File: src/rtl/frame_stack.sv
// LIFO call-frame store: pushes and pops multi-word frames one word per cycle,
// with bounds checking that reports overflow/underflow instead of corrupting state.
module frame_stack #(
    parameter int DATA_W      = 16,
    parameter int FRAME_WORDS = 3,
    parameter int DEPTH       = 48,
    parameter int PTR_W       = $clog2(DEPTH + 1)
) (
    input  logic                          clk,
    input  logic                          rst_n,
    input  logic                          push_sig,
    input  logic                          pop_sig,
    input  logic                          clr_sig,
    input  logic [FRAME_WORDS*DATA_W-1:0] frame_in,
    output logic [FRAME_WORDS*DATA_W-1:0] frame_out,
    output logic                          ready,
    output logic                          frame_valid,
    output logic                          err_overflow,
    output logic                          err_underflow,
    output logic                          full,
    output logic                          empty,
    output logic [PTR_W-1:0]              frame_count
);

    localparam int FW_BITS = FRAME_WORDS * DATA_W;
    localparam int IDX_W   = (FRAME_WORDS > 1) ? $clog2(FRAME_WORDS) : 1;
    localparam int AW      = (DEPTH > 1) ? $clog2(DEPTH) : 1;
    localparam logic [IDX_W-1:0] IDX_LAST = IDX_W'(FRAME_WORDS - 1);
    localparam logic [PTR_W-1:0] FULL_TH  = PTR_W'(DEPTH - FRAME_WORDS);

    typedef enum logic [1:0] {S_IDLE, S_PUSH, S_POP, S_DONE} state_t;

    state_t             state_q, state_d;
    logic [PTR_W-1:0]   sp_q, sp_d;
    logic [PTR_W-1:0]   count_q, count_d;
    logic [IDX_W-1:0]   idx_q, idx_d;
    logic [FW_BITS-1:0] latch_q, latch_d;
    logic [FW_BITS-1:0] out_q, out_d;
    logic               was_pop_q, was_pop_d;
    logic               ovf_q, ovf_d;
    logic               udf_q, udf_d;

    logic [DATA_W-1:0]  mem_q [DEPTH];
    logic               mem_we;
    logic [DATA_W-1:0]  mem_wdata;
    logic [DATA_W-1:0]  rd_word;
    logic [PTR_W-1:0]   sp_dec;

    assign sp_dec  = sp_q - PTR_W'(1);
    assign rd_word = mem_q[sp_dec[AW-1:0]];

    assign full          = (sp_q > FULL_TH);
    assign empty         = (sp_q == '0);
    assign ready         = (state_q == S_IDLE);
    assign frame_valid   = (state_q == S_DONE) && was_pop_q;
    assign err_overflow  = ovf_q;
    assign err_underflow = udf_q;
    assign frame_out     = out_q;
    assign frame_count   = count_q;

    always_comb begin
        state_d   = state_q;
        sp_d      = sp_q;
        count_d   = count_q;
        idx_d     = idx_q;
        latch_d   = latch_q;
        out_d     = out_q;
        was_pop_d = was_pop_q;
        ovf_d     = 1'b0;
        udf_d     = 1'b0;
        mem_we    = 1'b0;
        mem_wdata = latch_q[int'(idx_q)*DATA_W +: DATA_W];

        case (state_q)
            S_IDLE: begin
                if (clr_sig) begin
                    sp_d    = '0;
                    count_d = '0;
                end else if (pop_sig) begin
                    if (empty) begin
                        udf_d = 1'b1;
                    end else begin
                        state_d   = S_POP;
                        idx_d     = IDX_LAST;
                        was_pop_d = 1'b1;
                    end
                end else if (push_sig) begin
                    if (full) begin
                        ovf_d = 1'b1;
                    end else begin
                        latch_d   = frame_in;
                        state_d   = S_PUSH;
                        idx_d     = '0;
                        was_pop_d = 1'b0;
                    end
                end
            end
            S_PUSH: begin
                mem_we = 1'b1;
                sp_d   = sp_q + PTR_W'(1);
                if (idx_q == IDX_LAST) begin
                    count_d = count_q + PTR_W'(1);
                    state_d = S_DONE;
                end else begin
                    idx_d = idx_q + IDX_W'(1);
                end
            end
            S_POP: begin
                // Words come off top-down, so the highest index is refilled first.
                out_d[int'(idx_q)*DATA_W +: DATA_W] = rd_word;
                sp_d = sp_dec;
                if (idx_q == '0) begin
                    count_d = count_q - PTR_W'(1);
                    state_d = S_DONE;
                end else begin
                    idx_d = idx_q - IDX_W'(1);
                end
            end
            S_DONE:  state_d = S_IDLE;
            default: state_d = S_IDLE;
        endcase
    end

    always_ff @(posedge clk) begin
        if (!rst_n) begin
            state_q   <= S_IDLE;
            sp_q      <= '0;
            count_q   <= '0;
            idx_q     <= '0;
            latch_q   <= '0;
            out_q     <= '0;
            was_pop_q <= 1'b0;
            ovf_q     <= 1'b0;
            udf_q     <= 1'b0;
        end else begin
            state_q   <= state_d;
            sp_q      <= sp_d;
            count_q   <= count_d;
            idx_q     <= idx_d;
            latch_q   <= latch_d;
            out_q     <= out_d;
            was_pop_q <= was_pop_d;
            ovf_q     <= ovf_d;
            udf_q     <= udf_d;
        end
    end

    // Storage has no reset; contents above sp are never observable.
    always_ff @(posedge clk) begin
        if (mem_we) begin
            mem_q[sp_q[AW-1:0]] <= mem_wdata;
        end
    end

endmodule

File: config.mk
export PLATFORM = sky130hd
export DESIGN_NAME = frame_stack
export DESIGN_NICKNAME = d
export VERILOG_FILES = /design/src/rtl/frame_stack.sv
export SDC_FILE = /design/constraint.sdc
export NUM_CORES = 1
export LEC_CHECK = 0
export ABC_AREA = 1
export CORE_ASPECT_RATIO = 1.75
export CORE_MARGIN = 2
export CORE_UTILIZATION = 27
export DETAILED_ROUTE_END_ITERATION = 16
export PLACE_DENSITY = 0.41
export SETUP_SLACK_MARGIN = 0.3
export SYNTH_ARGS = -nofsm -noshare
export SYNTH_HDL_FRONTEND = slang
export SYNTH_SLANG_ARGS = --single-unit
File: constraint.sdc
create_clock -name clk -period 5.35 [get_ports clk]
set_clock_uncertainty 0.05 [all_clocks]
set_input_delay 0.535 -clock clk [delete_from_list [all_inputs] [get_ports clk]]
set_output_delay 0.535 -clock clk [all_outputs]
set_load 0.01 [all_outputs]
# Word-level counts from Yosys, hierarchy flattened

Memories as Yosys holds them, arrays and structs flattened.
Cells that the tools add are included.

Register bits: 115
Bits in latches: 0
Bits in writable memories: 768
Bits in read-only memories: 0
Bits of input ports: 53
Word-level logic and storage cells: 86
Memories: 1

Add/subtract/negate cells: 7
Multipliers: 0
Div/mod/pow operators: 0
$lt $le $gt $ge: 1
Eq/ne operators: 15
Shift operators: 3
Mux-type cells: 30
Bitwise logic cells: 6
Reduce and logical (&&, ||, !) cells: 14

Memory list:

| name  | depth | width | read ports | clocked after Yosys merged registers in | write ports | line | text |
|---|---|---|---|---|---|---|---|
| mem_q | 48    | 16    | 1          | 0                                       | 1           | 43   | `logic [DATA_W-1:0] mem_q [DEPTH];` |

Operator list:

| cell                                                   | count |
|---|---|
| bitwise mux 48 bit                                     | 1 |
| variable shift 16 x 33 -> 48 bit, first input constant | 1 |
| indexed part select 16 x 33 -> 48 bit                  | 1 |
| indexed part select 48 x 7 -> 16 bit                   | 1 |
| one-hot mux 6 bit (3 select lines)                     | 2 |
| negation 6 -> 33 bit                                   | 1 |
| 2-to-1 mux 2 bit                                       | 13 |
| 2-to-1 mux 6 bit                                       | 3 |
| inequality test 2 bit, second input constant           | 8 |
| adder 6 x 1 -> 6 bit, second input constant            | 2 |
| subtractor 6 x 1 -> 6 bit, second input constant       | 2 |
| AND reduction 5 bit                                    | 2 |
| 2-to-1 mux 1 bit                                       | 9 |
| inequality test 3 bit, second input constant           | 3 |
| one-hot mux 2 bit (4 select lines)                     | 1 |
| AND reduction 7 bit                                    | 1 |
| == test 2 bit, second input constant                   | 3 |
| > comparator 6 bit, second input constant              | 1 |
| logical NOT 6 bit                                      | 1 |
| NOT 1 bit                                              | 6 |
| one-hot mux 2 bit (3 select lines)                     | 1 |
| AND reduction 6 bit                                    | 1 |
| OR reduction 5 bit                                     | 1 |
| logical NOT 2 bit                                      | 2 |
| 9 further kinds                                        | 9 |

# Logic depth before layout (Yosys ltp)

Depth after elaboration: 6
Depth in mapped cells: 17

# Least setup slack after synthesis

No wires, ideal clock.

Path kind: reg2reg
Start point: reg idx_q[1]
End point: mem mem_q[0][10] (data pin)
Arrival time: 2.974 ns
Required time: 4.722 ns
Path slack: 1.748 ns
Cell stages (with the launch flop): 6
Period minus slack after synthesis: 3.602 ns
Cell sequence: dfxtp_1 clkbuf_1 inv_1 clkbuf_1 o21ai_0 o21ai_0

Cells in the longest elaborated chain, start to end: 1

RTL lines:

| item                                 | line | text |
|---|---|---|
| start: declaration                   | 36   | `logic [IDX_W-1:0] idx_q, idx_d;` |
| start signal: assignment             | 139  | `idx_q <= idx_d;` |
| indexed part select 48 x 7 -> 16 bit | 72   | `mem_wdata = latch_q[int'(idx_q)*DATA_W +: DATA_W];` |
| named net mem_wdata[10]              | 45   | `logic [DATA_W-1:0] mem_wdata;` |
| end: declaration                     | 43   |  |

The timed path passes the listed nets, and every way through them passes these cells.

# Worst setup path in the final report

Start point: reg sp_q[0]
End point: out full

Cells in the longest elaborated chain, start to end: 1

RTL lines:

| item                     | line | text |
|---|---|---|
| start: declaration       | 34   | `logic [PTR_W-1:0] sp_q, sp_d;` |
| start signal: assignment | 137  | `sp_q <= sp_d;` |
| > comparator 6 bit       | 52   | `assign full = (sp_q > FULL_TH);` |
| end: declaration         | 20   | `output logic full,` |

Every way passes these cells.

==> flow_summary.ini <==
[setup_path]
reg2reg_slack_ns = 1.79
regToRegEndpoint = frame_out[38]
cp_max_fo = 61
r2r.worst_path.cells = 10
worstSetupPathType = flip-flop to output port
worstSetupEndpointType = output port
crit_required_ns = 4.76
startpoint = sp_q[0]
critPathArrivalTime_ns = 3.25
cp-start-kind = flip-flop
r2r-start = sp_q[0]

[timing]
min_period_ns = 3.831
fin_tns_setup_ns = 0
tightest_slew_ns = 1.209
setup_viol = 0
fin_crit_sh_pct = 71.60
clock.fmax_mhz = 261.0
hold_viol_final = 0
rsz0062_at_grt = no
relSlewSlack_pct = 19.31
drv_slew = 0

[logic_synthesis]
ys_seq_area_share_pct = 70.42
synth.distinct_cells = 38
synth_seq_cells = 883
synth_ff_type = edfxtp_1
synth_fp_nets = 3300
synth_area_sq_um = 36020
syn_inst = 3229
ys_warn_count = 0
synth_edf_count = 768
avgSynthCellArea_sq_um = 11.16
synthArstFlopShare_pct = 0

[finish]
drive_gt1_share_pct = 8.390
final_common_cell = nand2_1
synthToLayoutAreaGrowth_pct = 16.54
nets = 3378
final_cell_mix = 902 x nand2_1, 768 x edfxtp_1, 762 x nand3_1
final_cells = 5074

[placement]
place_congestion = 0.7641
io_buffers = 112
place_hpwl_um = 68270
dp.cells = 4922

[die]
ios = 113
die_area_sq_um = 136500
core_area_sq_um = 132700
num_rows = 177
dieHeight_um = 487.2
initial_core_util_pct = 27.15
die_w_um = 280.1

[worst_hold_path]
whs_path_depth = 3
hp-start = frame_in[22]
hold_end = latch_q[22]
hold_path.class = input pin to flip-flop

[routing]
wl_per_cell_um = 23.50
drt_pass1_iterations = 5
ant_nets = 0
viasPerCell = 4.802
route.vias.total = 24363
first_iter_violations = 1800
drc = 0
drt-total-wl_um = 119200

[grt]
grt_pass1_vias = 24175
grt_pass1_wl_um = 171500
grt_max_degree = 184
grt_overflow = 0
antenna_found_initial = 1
grt.total_usage_pct = 17.29

[cts]
cts.sinks = 883
hold_buffers = 0
cts_max_level = 3
clockBufferDepth = 3
clk_pin_slew_ns = 0.06
insertion_delay_ns = 0.67
ctsResizeCount = 0
clockRootBuffer = clkbuf_16
cts_made_buffers = 83
cts_tree = built
postCtsSetupBuffers = 0

[status]
outcome = complete, no violations

[power_and_ir_drop]
power_density_nw_per_um2 = 527.6
sw_frac_of_total_pct = 38.72
clockPowerShare_pct = 27.0
p_int_uw = 13570
seqPwrFrac_pct = 39.6
p_switching_uw = 8576
leakage_uw = 0.01454
combPwrFrac_pct = 33.4
vdd_drop_max_v = 0.0002865

[run]
drv_cap = 0
==> how the worst max path moves through the flow <==
| stage | to | depth (start not counted) |
|---|---|---|
| 6_report | full | 6 |
| 5_1_grt | full | 6 |
| 4_1_cts | full | 6 |
| 3_5_place_dp | frame_out[47] | 13 |
| 3_3_place_gp | frame_out[47] | 13 |
| 2_1_floorplan | mem_q[0][10] | 5 |
==> power groups by stage <==
| stage | clock, uW | sequential [uW] | combinational, uW |
|---|---|---|---|
| 3_3_place_gp | 0 | 8920 | 7580 |
| 5_1_grt | 6370 | 8780 | 7990 |
| 4_1_cts | 6150 | 8770 | 7600 |
| 3_5_place_dp | 0 | 8920 | 7590 |
| 2_1_floorplan | 0 | 8950 | 4010 |
| 6_report | 5990 | 8760 | 7400 |
==> synthesized netlist by cell type (2+ instances only) <==
cell | count | share of area (%)
buf_1 | 14 | 0.15
o21ai_1 | 3 | 0.042
ha_1 | 17 | 0.59
clkbuf_1 | 60 | 0.63
nand2_2 | 2 | 0.035
inv_2 | 8 | 0.083
buf_4 | 34 | 0.71
nand3_1 | 762 | 11
nor2_2 | 2 | 0.035
o21ai_0 | 94 | 1.3
inv_1 | 30 | 0.31
buf_2 | 91 | 1.3
o21ai_2 | 2 | 0.049
dfxtp_1 | 115 | 6.4
buf_6 | 8 | 0.25
a21oi_1 | 71 | 0.99
clkinv_1 | 3 | 0.031
nand4_1 | 34 | 0.59
xor2_1 | 3 | 0.073
nand2_1 | 904 | 9.4
edfxtp_1 | 768 | 64
nor3_1 | 10 | 0.14
nor2_1 | 176 | 1.8
o22ai_1 | 4 | 0.069
==> metrics by stage <==
step	area, sq um	total power (uW)	setup slack [ns]	utilization [%]	hold slack, ns
3_3_place_gp	39310	16500	1.697	29.63	0.4052
4_1_cts	41980	22520	1.463	31.64	0.3372
3_5_place_dp	39310	16500	1.732	29.63	0.4039
5_1_grt	41980	23140	1.310	31.65	0.3916
6_report	41980	22150	1.519	31.65	0.3965
2_1_floorplan	36020	12960	1.748	-	0.3899
==> kinds of logic after synthesis <==
family / Yosys count / synth area share, %
adders and majority gates: 18 / 0.6461
and+or+nand+nor: 1895 / 22.78
buffers and inverters: 250 / 3.460
xor gates and xnor gates: 5 / 0.1424
DFF: 883 / 70.42
AOI/OAI and AO/OA: 178 / 2.560
==> critical path, stage by stage, from the launching register on <==
cell and delay, ns:
dfxtp_4 0.64, buf_4 0.73, ha_1 0.26, nor3_1 0.06
o21ai_2 0.26, inv_2 0.07, clkdlybuf4s50_1 0.51
==> flip-flops by register name, summed over array words and instances, names as in the netlist <==
register       count
idx_q              2
frame_out         48
err_overflow       1
frame_count        6
sp_q               6
was_pop_q          1
state_q            2
mem_q            768
err_underflow      1
latch_q           48
==> per-layer routing <==
layer | GRT usage [%] | vias up | wire [um]
li1 | - | 11517 | -
met1 | 21.21 | 12101 | 49560
met2 | 30.68 | 596 | 60700
met3 | 2.199 | 149 | 4911
met4 | 6.580 | 0 | 4064
met5 | 0 | - | 0
==> layout make-up <==
type / instances / area [sq um]
flip-flops and latches: 883 / 25370
diodes: 1 / 2.502
fillers: 13373 / 90680
repair buffers: 201 / 1927
multi-input cells: 2096 / 9707
inverters: 42 / 176.4
clock inverters: 31 / 255.2
clock buffers: 120 / 2417
well taps: 1700 / 2127
No activity file was read; power rests on OpenSTA's default activity.
